**src/rtl/seq_detect_pkg.sv**
```systemverilog
// Shared definitions for the programmable serial pattern detector:
// FSM state encoding and the legal parameter ranges.
package seq_detect_pkg;

    localparam int PAT_LEN_MIN = 2;
    localparam int PAT_LEN_MAX = 16;
    localparam int CNT_W_MIN   = 2;
    localparam int CNT_W_MAX   = 16;

    localparam logic [0:0] ST_FILL  = 1'b0;
    localparam logic [0:0] ST_ARMED = 1'b1;

    function automatic bit in_range(input int value, input int lo, input int hi);
        return (value >= lo) && (value <= hi);
    endfunction

endpackage

```
**src/rtl/sat_counter.sv**
```systemverilog
// Saturating up-counter with synchronous clear; clear beats increment.
module sat_counter
    import seq_detect_pkg::*;
#(
    parameter int CNT_W = 8
) (
    input  logic             clk,
    input  logic             reset,
    input  logic             inc,
    input  logic             clr,
    output logic [CNT_W-1:0] count
);

    if (!in_range(CNT_W, CNT_W_MIN, CNT_W_MAX)) begin : g_bad_cnt_w
        $error("sat_counter: CNT_W out of range");
    end

    // Count up on inc, hold at all-ones, zero on clr.
    always_ff @(posedge clk or posedge reset) begin
        if (reset) begin
            count <= '0;
        end else if (clr) begin
            count <= '0;
        end else if (inc && (count != '1)) begin
            count <= count + CNT_W'(1);
        end
    end

endmodule

```
**src/rtl/seq_detect_prog.sv**
```systemverilog
// Programmable serial pattern detector with overlap control and a
// saturating match counter.
//
//   state    | meaning
//   ---------+-----------------------------------------------------------
//   ST_FILL  | fewer than PAT_LEN fresh bits held; no match possible yet
//   ST_ARMED | PAT_LEN fresh bits held; every accepted bit may complete one
module seq_detect_prog
    import seq_detect_pkg::*;
#(
    parameter int               PAT_LEN     = 4,
    parameter int               CNT_W       = 8,
    parameter logic [PAT_LEN-1:0] RST_PATTERN = PAT_LEN'(4'b1011),
    parameter logic             RST_OVERLAP = 1'b1
) (
    input  logic               clk,
    input  logic               reset,
    input  logic               inp_valid,
    input  logic               inp_bit,
    input  logic               cfg_load,
    input  logic [PAT_LEN-1:0] cfg_pattern,
    input  logic               cfg_overlap,
    input  logic               cnt_clear,
    output logic               seq_seen,
    output logic [CNT_W-1:0]   match_count,
    output logic               hist_full
);

    localparam int FILL_W = $clog2(PAT_LEN + 1);
    localparam logic [FILL_W-1:0] FILL_FULL = FILL_W'(PAT_LEN);

    if (!in_range(PAT_LEN, PAT_LEN_MIN, PAT_LEN_MAX)) begin : g_bad_pat_len
        $error("seq_detect_prog: PAT_LEN out of range");
    end

    logic [PAT_LEN-1:0] pattern_q;
    logic               overlap_q;
    // Only the newest PAT_LEN-1 bits are kept; the oldest bit of a candidate
    // window is needed just for the compare and is never stored.
    logic [PAT_LEN-2:0] history_q;
    logic [PAT_LEN-1:0] window;
    logic [FILL_W-1:0]  fill_q;
    logic [FILL_W-1:0]  fill_nxt;
    logic [0:0]         state_q;
    logic [0:0]         state_nxt;
    logic               accept;
    logic               match;
    logic               drop_fill;

    // Candidate window and match decision for the bit on the wire this cycle.
    always_comb begin
        accept    = inp_valid & ~cfg_load;
        window    = {history_q, inp_bit};
        fill_nxt  = (fill_q == FILL_FULL) ? fill_q : fill_q + FILL_W'(1);
        match     = accept && (window == pattern_q) && (fill_nxt == FILL_FULL);
        drop_fill = match & ~overlap_q;
    end

    // FSM next state: arm once the window is full, fall back on a
    // non-overlapping match or a reconfiguration.
    always_comb begin
        state_nxt = state_q;
        if (cfg_load) begin
            state_nxt = ST_FILL;
        end else if (accept) begin
            case (state_q)
                ST_FILL:  if ((fill_nxt == FILL_FULL) && !drop_fill) state_nxt = ST_ARMED;
                ST_ARMED: if (drop_fill) state_nxt = ST_FILL;
                default:  state_nxt = ST_FILL;
            endcase
        end
    end

    // Configuration, shift history and fill tracking.
    always_ff @(posedge clk or posedge reset) begin
        if (reset) begin
            pattern_q <= RST_PATTERN;
            overlap_q <= RST_OVERLAP;
            history_q <= '0;
            fill_q    <= '0;
            state_q   <= ST_FILL;
        end else begin
            state_q <= state_nxt;
            if (cfg_load) begin
                pattern_q <= cfg_pattern;
                overlap_q <= cfg_overlap;
                history_q <= '0;
                fill_q    <= '0;
            end else if (accept) begin
                history_q <= window[PAT_LEN-2:0];
                fill_q    <= drop_fill ? '0 : fill_nxt;
            end
        end
    end

    // One-cycle registered match pulse.
    always_ff @(posedge clk or posedge reset) begin
        if (reset) begin
            seq_seen <= 1'b0;
        end else begin
            seq_seen <= match;
        end
    end

    assign hist_full = (state_q == ST_ARMED);

    sat_counter #(
        .CNT_W (CNT_W)
    ) u_match_cnt (
        .clk   (clk),
        .reset (reset),
        .inc   (match),
        .clr   (cnt_clear),
        .count (match_count)
    );

endmodule

```
**config.mk**
```make
export PLATFORM = sky130hd
export DESIGN_NAME = seq_detect_prog
export DESIGN_NICKNAME = d
export VERILOG_FILES = /design/src/rtl/seq_detect_pkg.sv /design/src/rtl/sat_counter.sv /design/src/rtl/seq_detect_prog.sv
export SDC_FILE = /design/constraint.sdc
export NUM_CORES = 1
export LEC_CHECK = 0
export ABC_AREA = 1
export BUFFER_PORTS_ARGS = -buffer_cell sky130_fd_sc_hd__buf_2
export CAP_MARGIN = 20
export CORE_UTILIZATION = 30
export CTS_CLUSTER_DIAMETER = 80
export DETAILED_ROUTE_END_ITERATION = 7
export PLACE_DENSITY = 0.53
export SLEW_MARGIN = 0
export SYNTH_ARGS = -nofsm -noshare
export SYNTH_HDL_FRONTEND = slang
export SYNTH_SLANG_ARGS = --single-unit
```
**constraint.sdc**
```tcl
create_clock -name clk -period 2.8 [get_ports clk]
set_clock_uncertainty 0.1 [all_clocks]
set_input_delay 0.42 -clock clk [delete_from_list [all_inputs] [get_ports clk]]
set_output_delay 0.42 -clock clk [all_outputs]
set_load 0.01 [all_outputs]
```
**Word level (Yosys, flattened, before mapping)**

Index checks and enable logic that the tools add are counted.

- Bits in registers: 21
- Input bits: 11
- Output and inout bits: 10

- Reductions and logical operators: 7
- Bitwise logic cells: 5
- Equality and inequality tests: 4
- $add $sub $neg: 2
- Mux-type cells: 13

Operator list:

| operator | number |
|---|---|
| 3-bit 2-to-1 mux | 6 |
| 8-bit 2-to-1 mux | 2 |
| 8-bit by 1-bit adder with 8-bit output (second input constant) | 1 |
| 8-bit != test (second input constant) | 1 |
| 3-bit == test (second input constant) | 2 |
| 4-bit == test | 1 |
| 1-bit logical AND | 4 |
| 1-bit 2-to-1 mux | 4 |
| 2-bit nonzero test | 2 |
| 3-bit by 1-bit adder with 3-bit output (second input constant) | 1 |
| 1-bit inverter | 3 |
| 1-bit bitwise AND | 2 |
| 1-bit one-hot mux with 2 select lines | 1 |
| 1-bit logical NOT | 1 |

**Depth between registers and ports, before layout**

Gate-level depths: netlist of the first run.

- Depth in word-level cells: 11
- Depth in mapped cells: 10

**Cells and area by module**

From an unflattened synthesis of the first run, not the netlist that was laid out.

- Cell total of the unflattened synthesis: 154
- Area, all modules: 1,173.6 µm²

By module, submodules not included:

| module | area an instance (µm²) | cells each | instances | sequential area each (µm²) |
|---|---|---|---|---|
| seq_detect_prog | 666.9 | 85 | 1 | 330.3 |
| sat_counter | 506.7 | 69 | 1 | 200.2 |

**Worst setup path before layout of the first run**

Ideal clock, no wire load.

- Path kind: reg-to-reg
- Start: register fill_q[1]
- End: register state_q (netlist: hist_full)
- Path slack: 1,223 ps
- Arrival: 1,361 ps
- Cell stages (with the launch flop): 11
- Path through: dfrtp_1 -> inv_1 -> ha_1 -> nand2_2 -> nand2_1 -> o21ai_4 -> nand3_4 -> nor2_8 -> nand2_2 -> nand2_1 -> nand2_1

- Cells in the longest elaborated chain, start to end: 11
- Elaborated cells between the ends (all ways): 13

Ends and longest elaborated chain:

| what | RTL line | RTL |
|---|---|---|
| start: declaration | seq_detect_prog.sv:42 | `logic [FILL_W-1:0] fill_q;` |
| start signal: assignment | seq_detect_prog.sv:91 | `fill_q <= drop_fill ? '0 : fill_nxt;` |
| 3-bit by 1-bit adder with 3-bit output / 3-bit == test (equally long branches) | seq_detect_prog.sv:54 | `fill_nxt = (fill_q == FILL_FULL) ? fill_q : fill_q + FILL_W'(1);` |
| 3-bit 2-to-1 mux * | seq_detect_prog.sv:54 |  |
| 3-bit == test * | seq_detect_prog.sv:55 | `match = accept && (window == pattern_q) && (fill_nxt == FILL_FULL);` |
| 1-bit logical AND * | seq_detect_prog.sv:55 |  |
| via match | seq_detect_prog.sv:47 | `logic match;` |
| 1-bit bitwise AND * | seq_detect_prog.sv:56 | `drop_fill = match & ~overlap_q;` |
| 1-bit logical NOT | seq_detect_prog.sv:67 | `ST_FILL: if ((fill_nxt == FILL_FULL) && !drop_fill) state_nxt = ST_ARMED;` |
| 1-bit logical AND | seq_detect_prog.sv:67 |  |
| 1-bit 2-to-1 mux | seq_detect_prog.sv:67 |  |
| 1-bit one-hot mux with 2 select lines * | seq_detect_prog.sv:66 | `case (state_q)` |
| 1-bit 2-to-1 mux * | seq_detect_prog.sv:65 | `end else if (accept) begin` |
| 1-bit 2-to-1 mux * | seq_detect_prog.sv:63 | `if (cfg_load) begin` |
| end signal: assignment | seq_detect_prog.sv:83 | `state_q <= state_nxt;` |
| end: declaration | seq_detect_prog.sv:44 | `logic [0:0] state_q;` |

Mark *: on every way through the listed nets, which the timed path passes. The rest lies on a longest branch. The select of a mux whose other input is x is not followed.
A chain may end at the register's enable or synchronous reset.

**Final worst setup path of the first run**

- Start: register fill_q[1]
- End: register fill_q[2]

- Cells in the longest elaborated chain, start to end: 8
- Elaborated cells between the ends (all ways): 9

Ends and longest elaborated chain:

| what | RTL line | RTL |
|---|---|---|
| 3-bit by 1-bit adder with 3-bit output / 3-bit == test (equally long branches) | seq_detect_prog.sv:54 |  |
| 3-bit 2-to-1 mux * | seq_detect_prog.sv:54 |  |
| 3-bit == test * | seq_detect_prog.sv:55 |  |
| 1-bit logical AND * | seq_detect_prog.sv:55 |  |
| via match | seq_detect_prog.sv:47 |  |
| 1-bit bitwise AND * | seq_detect_prog.sv:56 |  |
| 3-bit 2-to-1 mux * | seq_detect_prog.sv:91 |  |
| 3-bit 2-to-1 mux * | seq_detect_prog.sv:89 | `end else if (accept) begin` |
| 3-bit 2-to-1 mux * | seq_detect_prog.sv:84 | `if (cfg_load) begin` |

Marked as above.

==> flow_metrics.py, run 1 <==
metrics = {
    "synth": {
        "ys_top_cells_by_area": "dfrtp_1, nand2_1, dfstp_2, inv_1, nand3_1",
        "seq_area_frac_synth_pct": 42.3,
        "synth_compound_area_share_pct": 6.09,
        "synth_ff_type": "dfrtp_1",
        "muxShareOfSynthArea_pct": 0,
        "synth_cells": 159,
        "yosys.area_share.simple_pct": 35.0,
        "synth_commonest_cells": "nand2_1, inv_1, dfrtp_1",
        "syn-num-nets": 173,
        "synthXorXnorAreaFrac_pct": 3.49,
        "synth_top_family_by_area": "simple AND/OR/NAND/NOR gates",
        "synth_edf_count": 0,
        "ys_warn_count": 0,
        "synth.cell_area_um2": 1250,
        "yosysTopAreaCell": "dfrtp_1",
        "synth_top_area_share_pct": 33.9,
        "ys_ff_latch": 21,
        "synth_cell_types": 23,
        "async_flop_share_pct": 100,
        "syn_area_per_cell_um2": 7.88,
        "synthMostInstantiatedCell": "nand2_1",
        "yosys.area_share.adder_pct": 2.99,
    },
    "setup_path": {
        "r2r-end": "fill_q[2]$_DFFE_PP0P_",
        "arrival_ns": 1.78,
        "cp_max_fo": 10,
        "critPathRequiredTime_ns": 2.86,
        "critPathLaunchType": "flop",
        "cp.depth": 10,
        "worstPathCellList": "inv_1 > ha_1 > nand2_2 > nand2_1 > nand2_1 > nand3_4 > nor2_8 > nand2_2 > nand2_1 > nand2_1",
        "timing.critical_path.max_delay_family": "simple AND/OR/NAND/NOR gates",
        "critical_path.max_stage_delay_ns": 0.42,
        "worstSetupPathType": "reg2reg",
        "critical_path_buf_inv_count": 1,
        "critPathCaptureType": "flop",
        "cpMaxStageDelayCell": "dfrtp_1",
        "reg2reg_slack_ns": 1.08,
        "reg2reg_from": "fill_q[1]$_DFFE_PP0P_",
        "worstSetupStartpoint": "fill_q[1]$_DFFE_PP0P_",
        "crit_path_frequent_cell": "nand2_1",
        "r2r_cells": 10,
    },
    "cts": {
        "htree_num_levels": 1,
        "clock_path_buffers": 2,
        "root_buffer": "clkbuf_8",
        "clock_sinks": 21,
        "numCtsBuffers": 3,
        "clk_pin_slew_worst_paths_ns": 0.08,
        "post_cts_resized": 0,
        "post_cts.repair.setup_buffers": 0,
        "clock_latency_ns": 0.26,
        "cts_tree": "done",
        "cts_hold_buffers": 0,
    },
    "timing": {
        "rsz0062_at_grt": "no",
        "setup_tns_ns": 0,
        "drv_slew": 0,
        "tightestPinTransition_ns": 0.828,
        "hold-worst-slack_ns": 0.210,
        "period_share_pct": 61.5,
        "max_freq_ghz": 0.581,
        "slew_headroom_pct": 44.7,
        "finalCriticalPeriod_ns": 1.72,
        "hold_viol": 0,
        "setup_viol": 0,
    },
    "pwr": {
        "power.internal_mw": 0.446,
        "pwr-share-seq_pct": 53.8,
        "power.switching_mw": 0.161,
        "finalPower_mw": 0.607,
        "vdd_drop_max_v": 0.000142,
        "clockPowerShare_pct": 33.2,
        "combPwrFrac_pct": 13.0,
        "power.density_nw_per_um2": 420,
        "power_leakage_nw": 0.814,
        "p_sw_share_pct": 26.6,
    },
    "detailed_routing": {
        "antenna_left": 0,
        "viasPerCell": 4.41,
        "routed_wl_um": 2550,
        "drc": 0,
        "firstDrtPassIters": 4,
        "dr_total_vias": 1019,
        "drt_iter0_drc": 28,
        "wire_per_inst_um": 11.0,
    },
    "final_layout": {
        "drive_gt1_share_pct": 22.1,
        "post-route-cell-area_um2": 1440,
        "multiInputGateArea_um2": 597,
        "regArea_um2": 531,
        "syn_to_final_growth_pct": 15.2,
        "fillerInstances": 438,
        "insertedDiodeCount": 0,
        "final_net_count": 196,
    },
    "floorplanning": {
        "die_h_um": 66.6,
        "coreArea_um2": 4000,
        "rows": 23,
        "dieArea_um2": 4440,
        "die_w_um": 66.6,
        "start_util_pct": 31.3,
        "io_pins": 21,
    },
    "global_route": {
        "grt_pass1_vias": 996,
        "grt_antenna_before_repair": 0,
        "grt_max_degree": 22,
        "gr-usage-all-layers_pct": 13.3,
        "grt_overflow": 0,
        "grt_first_pass_wirelength_um": 4480,
    },
    "placement": {
        "place_hpwl_um": 1930,
        "dpl_cell_area_um2": 1400,
        "place_congestion": 0.721,
        "io_buffer_count": 20,
    },
    "run": {
        "max_cap_viol_count": 0,
    },
    "hold_path": {
        "hp-class": "in2async",
    },
    "outcome": {
        "status": "finished, final reports clean",
    },
}
-- stage by stage --
stage          worst slack [ns]  util [%]  cells
2_1_floorplan              1.22         -    159
3_3_place_gp               1.08      35.0    227
5_1_grt                   0.922      36.1    231
3_5_place_dp               1.06      35.0    227
4_1_cts                    1.07      36.1    231
6_report                   1.08      36.1    231
-- sequential cells by signal, summed over array words and instances, names as in the netlist --
signal	cells
u_match_cnt.count	8
pattern_q	4
fill_q	3
history_q	3
hist_full	1
overlap_q	1
seq_seen	1
-- layout by cell type (no fill, tap or decap), drive strengths merged, types with 5 or more instances in the layout --
master	n
inv	28
nand3	19
nand2	48
nor2	12
dfrtp	17
nand4	8
buf	20
xor2	5
o21ai	7
-- power groups by stage --
stage,Sequential [mW],Clock [mW],Combinational (mW)
2_1_floorplan,0.330,0,0.0614
3_3_place_gp,0.332,0,0.0800
3_5_place_dp,0.332,0,0.0803
4_1_cts,0.326,0.211,0.0808
5_1_grt,0.327,0.222,0.0924
6_report,0.326,0.201,0.0791
-- routing by layer --
metal / wire length (µm) / vias to the layer above / GRT usage, %
met4: 12 / 0 / 3.99
met3: 81 / 2 / 2.74
li1: - / 551 / -
met1: 1250 / 455 / 18.2
met5: 0 / - / 0
met2: 1200 / 11 / 20.7
-- kinds of logic after synthesis --
kind of cell / Yosys count
flip-flops: 21
AND/OR/NAND/NOR: 87
XOR/XNOR: 5
AO/OA/AOI/OAI: 12
buffers and inverters: 31
adder cells (fa/ha/maj): 3
-- worst register-to-register path, delay by kind of cell (launching register included) --
family                     cells  cell delay [ns]
buffers and inverters          1             0.08
DFF                            1             0.42
and+or+nand+nor                8             0.81
adders and majority gates      1             0.21
-- layout make-up --
cell class                 instances  area share (%)
inverter                          29            7.54
timing repair buffer              20            6.93
clock buffer                       4            3.12
sequential                        21            36.7
tap                               50            4.33
multi-input combinational        107            41.3
-- how the worst max path moves through the flow --
| stage | endpoint | slack [ns] |
|---|---|---|
| 2_1_floorplan | hist_full$_DFFE_PP0P_ | 1.22 |
| 3_3_place_gp | u_match_cnt.count[1]$_DFFE_PP0P_ | 1.08 |
| 3_5_place_dp | u_match_cnt.count[6]$_DFFE_PP0P_ | 1.06 |
| 4_1_cts | hist_full$_DFFE_PP0P_ | 1.07 |
| 5_1_grt | hist_full$_DFFE_PP0P_ | 0.92 |
| 6_report | fill_q[2]$_DFFE_PP0P_ | 1.08 |
Note: power is estimated with default switching activity, not from simulation.
==> run 2: changes to the inputs <==
--- a/config.mk
+++ b/config.mk
@@ -11,7 +11,7 @@
 export CORE_UTILIZATION = 30
 export CTS_CLUSTER_DIAMETER = 80
 export DETAILED_ROUTE_END_ITERATION = 7
-export PLACE_DENSITY = 0.53
+export PLACE_DENSITY = 0.55
 export SLEW_MARGIN = 0
 export SYNTH_ARGS = -nofsm -noshare
 export SYNTH_HDL_FRONTEND = slang
==> constraint.sdc (replaced) <==
create_clock -name clk -period 1.5 [get_ports clk]
set_clock_uncertainty 0.1 [all_clocks]
set_input_delay 0.225 -clock clk [delete_from_list [all_inputs] [get_ports clk]]
set_output_delay 0.225 -clock clk [all_outputs]
set_load 0.01 [all_outputs]
==> flow_metrics.py, run 2 (synthesis results as in run 1) <==
metrics = {
    "pwr": {
        "power_leakage_nw": 0.974,
        "vdd_drop_max_v": 0.000763,
        "power.density_nw_per_um2": 677,
    },
    "timing": {
        "period_share_pct": 107,
        "hold_viol": 0,
        "tightestPinTransition_ns": 0.280,
        "slew_headroom_pct": 81.3,
        "hold-worst-slack_ns": 0.0737,
        "rsz0062_at_grt": "yes",
        "drv_slew": 0,
        "finalCriticalPeriod_ns": 1.60,
        "max_freq_ghz": 0.624,
        "setup_viol": 10,
        "final.setup.worst_slack_ns": -0.103,
    },
    "final_layout": {
        "drive_gt1_share_pct": 42.4,
        "insertedDiodeCount": 0,
        "final_cell_mix": "nand2_1, buf_4, inv_1, buf_2, dfrtp_1",
        "finalNonFillerCells": 260,
        "largest_register_ffs": 8,
        "reg_top3": "u_match_cnt.count x8, pattern_q x4",
        "final_util_pct": 44.2,
        "syn_to_final_growth_pct": 40.9,
        "fillerInstances": 393,
        "post-route-cell-area_um2": 1770,
        "final_net_count": 225,
        "top_register": "u_match_cnt.count",
        "mostFrequentLayoutCell": "nand2_1",
    },
    "cts": {
        "root_buffer": "clkbuf_8",
        "clock_sinks": 21,
        "clock_latency_ns": 0.25,
        "clk_pin_slew_worst_paths_ns": 0.07,
        "htree_num_levels": 1,
        "clock_path_buffers": 2,
        "numCtsBuffers": 3,
        "cts_tree": "done",
    },
    "detailed_routing": {
        "drc": 0,
        "antenna_left": 0,
        "viasPerCell": 4.43,
        "routed_wl_um": 2800,
        "firstDrtPassIters": 4,
        "dr_total_vias": 1153,
        "drt_iter0_drc": 33,
        "wire_per_inst_um": 10.8,
    },
    "outcome": {
        "violations": "negative setup slack",
        "status": "finished with violations",
    },
    "placement": {
        "place_ws_ns": -0.116,
        "place_congestion": 0.789,
        "io_buffer_count": 20,
        "dp_cells": 249,
        "dpl_cell_area_um2": 1630,
        "place_hpwl_um": 2040,
    },
    "global_route": {
        "grt_max_degree": 22,
        "gr-usage-all-layers_pct": 14.1,
        "grt_first_pass_wirelength_um": 4650,
        "grt_pass1_vias": 1034,
        "grt_overflow": 0,
        "grt_antenna_before_repair": 0,
    },
    "setup_path": {
        "critical_path.max_stage_delay_ns": 0.41,
        "cp_max_fo": 8,
        "cpMaxStageDelayCell": "dfrtp_1",
        "critPathCaptureType": "flop",
        "critPathLaunchType": "flop",
        "worstPathCellList": "inv_2 > ha_4 > nand2_4 > o21ai_4 > nand3_4 > inv_2 > nand3_4 > nand3_2 > nand2_1",
        "critPathRequiredTime_ns": 1.55,
        "worstSetupPathType": "reg2reg",
        "arrival_ns": 1.65,
    },
    "floorplanning": {
        "dieArea_um2": 4440,
        "rows": 23,
        "die_w_um": 66.6,
        "die_h_um": 66.6,
        "start_util_pct": 31.3,
        "io_pins": 21,
        "coreArea_um2": 4000,
    },
    "hold_path": {
        "hp-class": "in2reg",
    },
    "run": {
        "max_cap_viol_count": 0,
    },
}
==> run 2: cell count changes in the layout (fill, tap and decap cells not counted), moves of 2 or more <==
| cell | before | now |
|---|---|---|
| nand3_1 | 15 | 6 |
| inv_2 | 2 | 5 |
| nand2_2 | 2 | 5 |
| nor2_1 | 8 | 6 |
| nand3_2 | 2 | 11 |
| buf_6 | 0 | 2 |
| inv_1 | 26 | 23 |
| nor2_2 | 2 | 4 |
| buf_4 | 0 | 25 |
| nand2_1 | 46 | 42 |
==> run 2: timing repair <==
item	CTS	global route
endpoints found under the setup margin	10	11
resized for setup	6	4
pin swaps	5	10
hold buffers	1	0
buffers inserted	4	3
endpoints found under the hold margin	17	0
==> run 2: critical path: cells and delay by family (launching register included) <==
kind	cells	cell delay [ns]
AND/OR/NAND/NOR	5	0.49
adder cells (fa/ha/maj)	1	0.14
AO/OA/AOI/OAI	1	0.18
flip-flops	1	0.41
buffers and inverters	2	0.18
==> run 2: layer usage <==
metal  global-route usage, %  wire [µm]  vias to the layer above
met3                    3.08         86                        2
met1                    18.9       1350                      524
met4                    3.19         24                        0
met2                    22.9       1340                       19
li1                        -          -                      608
met5                       0          0                        -
==> run 2: worst paths after layout <==
check	start	endpoint	slack, ns	cells past startpoint
worst max-delay path	fill_q[0]$_DFFE_PP0P_	u_match_cnt.count[2]$_DFFE_PP0P_	-0.10	9
worst min-delay path	cfg_pattern[1]	pattern_q[1]$_DFFE_PP1P_	0.07	3
worst max register to register	fill_q[0]$_DFFE_PP0P_	u_match_cnt.count[2]$_DFFE_PP0P_	-0.10	9
worst min register to register	pattern_q[0]$_DFFE_PP1P_	pattern_q[0]$_DFFE_PP1P_	0.41	2
max in group asynchronous	reset	pattern_q[3]$_DFFE_PP1P_	0.58	4
min in group asynchronous	reset	seq_seen$_DFF_PP0_	0.44	4
==> run 2: where the power goes <==
| part | internal (mW) | switching, mW | total (mW) |
|---|---|---|---|
| clock network | 0.189 | 0.175 | 0.364 |
| logic | 0.104 | 0.120 | 0.224 |
| registers | 0.594 | 0.0139 | 0.608 |
==> run 2: area by class of cell <==
class / count / area [µm²] / share of cell area, %
clock buffers: 4 / 45.0 / 2.55
well taps: 50 / 62.6 / 3.54
flip-flops and latches: 21 / 532 / 30.1
multi-input cells: 107 / 678 / 38.4
repair buffers: 49 / 340 / 19.3
inverters: 29 / 109 / 6.16
==> run 2: metrics by stage <==
stage / setup TNS, ns / total power, mW
global route: -1.78 / 1.27
global placement: -0.986 / 0.817
CTS: -0.948 / 1.20
floorplan: -0.174 / 0.749
detailed placement: -1.01 / 0.819
finish: -0.863 / 1.20
==> run 3: changes to the inputs <==
--- a/config.mk
+++ b/config.mk
@@ -8,10 +8,10 @@
 export ABC_AREA = 1
 export BUFFER_PORTS_ARGS = -buffer_cell sky130_fd_sc_hd__buf_2
 export CAP_MARGIN = 20
-export CORE_UTILIZATION = 30
+export CORE_UTILIZATION = 49
 export CTS_CLUSTER_DIAMETER = 80
 export DETAILED_ROUTE_END_ITERATION = 7
-export PLACE_DENSITY = 0.55
+export PLACE_DENSITY = 0.79
 export SLEW_MARGIN = 0
 export SYNTH_ARGS = -nofsm -noshare
 export SYNTH_HDL_FRONTEND = slang
==> flow_metrics.py, run 3 (synthesis results as in run 1) <==
metrics = {
    "timing": {
        "finalCriticalPeriod_ns": 1.67,
        "hold_viol": 0,
        "hold-worst-slack_ns": 0.00768,
        "setup_viol": 11,
        "period_share_pct": 111,
        "rsz0062_at_grt": "yes",
        "setup_tns_ns": -1.45,
        "slew_headroom_pct": 82.5,
        "tightestPinTransition_ns": 0.262,
        "max_freq_ghz": 0.599,
        "drv_slew": 0,
        "final.setup.worst_slack_ns": -0.169,
    },
    "final_layout": {
        "final_net_count": 225,
        "fillerInstances": 181,
        "syn_to_final_growth_pct": 35.3,
        "regArea_um2": 532,
        "reg_top3": "u_match_cnt.count x8, pattern_q x4",
        "mostFrequentLayoutCell": "nand2_1",
        "multiInputGateArea_um2": 681,
        "top_register": "u_match_cnt.count",
        "final_cell_mix": "nand2_1, buf_4, inv_1, buf_2, dfrtp_1",
        "insertedDiodeCount": 0,
        "drive_gt1_share_pct": 41.4,
        "largest_register_ffs": 8,
    },
    "global_route": {
        "met2_usage_pct": 46.0,
        "grt_antenna_before_repair": 0,
        "grt_overflow": 0,
        "met3_usage_pct": 2.90,
        "grt-busiest-layer": "met2",
        "gr-usage-all-layers_pct": 25.9,
        "gr-usage-met1_pct": 32.0,
        "grt_pass1_vias": 1186,
        "grt_first_pass_wirelength_um": 5110,
        "grt_max_degree": 22,
    },
    "floorplanning": {
        "dieArea_um2": 2760,
        "start_util_pct": 54.1,
        "die_w_um": 52.6,
        "rows": 17,
        "coreArea_um2": 2320,
        "io_pins": 21,
        "die_h_um": 52.6,
    },
    "outcome": {
        "status": "finished with violations",
        "violations": "negative setup slack",
    },
    "hold_path": {
        "holdPathEnd": "pattern_q[3]$_DFFE_PP1P_",
        "hp-class": "in2reg",
        "holdPathStages": 3,
        "min_from": "cfg_pattern[3]",
    },
    "cts": {
        "clock_sinks": 21,
        "clock_path_buffers": 2,
        "clock_latency_ns": 0.32,
        "cts_tree": "done",
        "htree_num_levels": 1,
        "root_buffer": "clkbuf_4",
        "numCtsBuffers": 3,
        "clk_pin_slew_worst_paths_ns": 0.13,
    },
    "placement": {
        "place_hpwl_um": 2240,
        "io_buffer_count": 20,
        "place_ws_ns": -0.119,
        "place_congestion": 0.853,
    },
    "setup_path": {
        "r2r-end": "u_match_cnt.count[2]$_DFFE_PP0P_",
        "critPathLaunchType": "flop",
        "r2r_cells": 9,
        "worstSetupPathType": "reg2reg",
        "critPathRequiredTime_ns": 1.67,
        "reg2reg_slack_ns": -0.17,
        "reg2reg_from": "fill_q[0]$_DFFE_PP0P_",
        "critPathCaptureType": "flop",
        "cp_max_fo": 5,
        "arrival_ns": 1.84,
    },
    "detailed_routing": {
        "viasPerCell": 5.17,
        "drc": 0,
        "wire_per_inst_um": 13.0,
        "routed_wl_um": 3100,
        "drt_iter0_drc": 49,
        "dr_total_vias": 1230,
        "antenna_left": 0,
        "firstDrtPassIters": 5,
    },
    "pwr": {
        "vdd_drop_max_v": 0.000740,
        "power_leakage_nw": 0.958,
        "power.density_nw_per_um2": 664,
    },
    "run": {
        "max_cap_viol_count": 0,
    },
}
## run 3: cell types whose count changed in the layout (fill, tap and decap cells not counted), sizes merged
cell / change
buf: -1
clkbuf: -1
nor2: +1
clkinv: +1
## run 3: per-layer routing
metal | up-vias | part of all wire (%)
met5 | - | 0
met1 | 578 | 42
met3 | 7 | 4.3
li1 | 608 | -
met2 | 37 | 51
met4 | 0 | 1.9
## run 3: final cells by class
type	count	share of cell area, %
multi-input combinational	108	40.1
timing repair buffer	48	18.4
clock buffer	3	1.33
tap	28	2.06
inverter	29	6.42
sequential	21	31.3
clock inverter	1	0.295
## run 3: power by group
group | total, mW | switching [mW] | internal (mW)
Sequential | 0.610 | 0.0152 | 0.594
Clock | 0.291 | 0.191 | 0.100
Combinational | 0.225 | 0.125 | 0.101
Total | 1.13 | 0.331 | 0.795
## run 3: timing repair
item | 4_1_cts | 5_1_grt
buffers inserted | 3 | 1
resized for setup | 2 | 1
cloned | 1 | 0
endpoints found under the hold margin | 17 | 0
hold buffers | 1 | 0
setup endpoints to repair | 10 | 11
pin swaps | 2 | 3
## run 3: per-stage QoR
stage	cell area [µm²]	utilization, %	power [mW]	instances
6_report	1700	73.2	1.13	238
3_5_place_dp	1610	69.3	0.829	228
2_1_floorplan	1320	-	0.749	159
4_1_cts	1690	72.7	1.13	237
5_1_grt	1700	73.2	1.17	238
3_3_place_gp	1610	69.3	0.817	228
## run 3: worst max-delay path: stages (launching register included)
cell     delay [ns]
dfrtp_1        0.43
inv_2          0.09
ha_4           0.15
nand2_4        0.07
o21ai_4        0.17
nand3_4        0.10
buf_4          0.16
nor2_8         0.12
nand4_1        0.14
nand2_1        0.10
## run 3: worst max-delay path by stage
stage          slack [ns]                  start                                to
2_1_floorplan       -0.04  fill_q[1]$_DFFE_PP0P_  u_match_cnt.count[2]$_DFFE_PP0P_
3_3_place_gp        -0.06  fill_q[1]$_DFFE_PP0P_  u_match_cnt.count[2]$_DFFE_PP0P_
3_5_place_dp        -0.12  fill_q[0]$_DFFE_PP0P_  u_match_cnt.count[2]$_DFFE_PP0P_
4_1_cts             -0.14  fill_q[0]$_DFFE_PP0P_  u_match_cnt.count[0]$_DFFE_PP0P_
5_1_grt             -0.23  fill_q[0]$_DFFE_PP0P_  u_match_cnt.count[0]$_DFFE_PP0P_
6_report            -0.17  fill_q[0]$_DFFE_PP0P_  u_match_cnt.count[2]$_DFFE_PP0P_
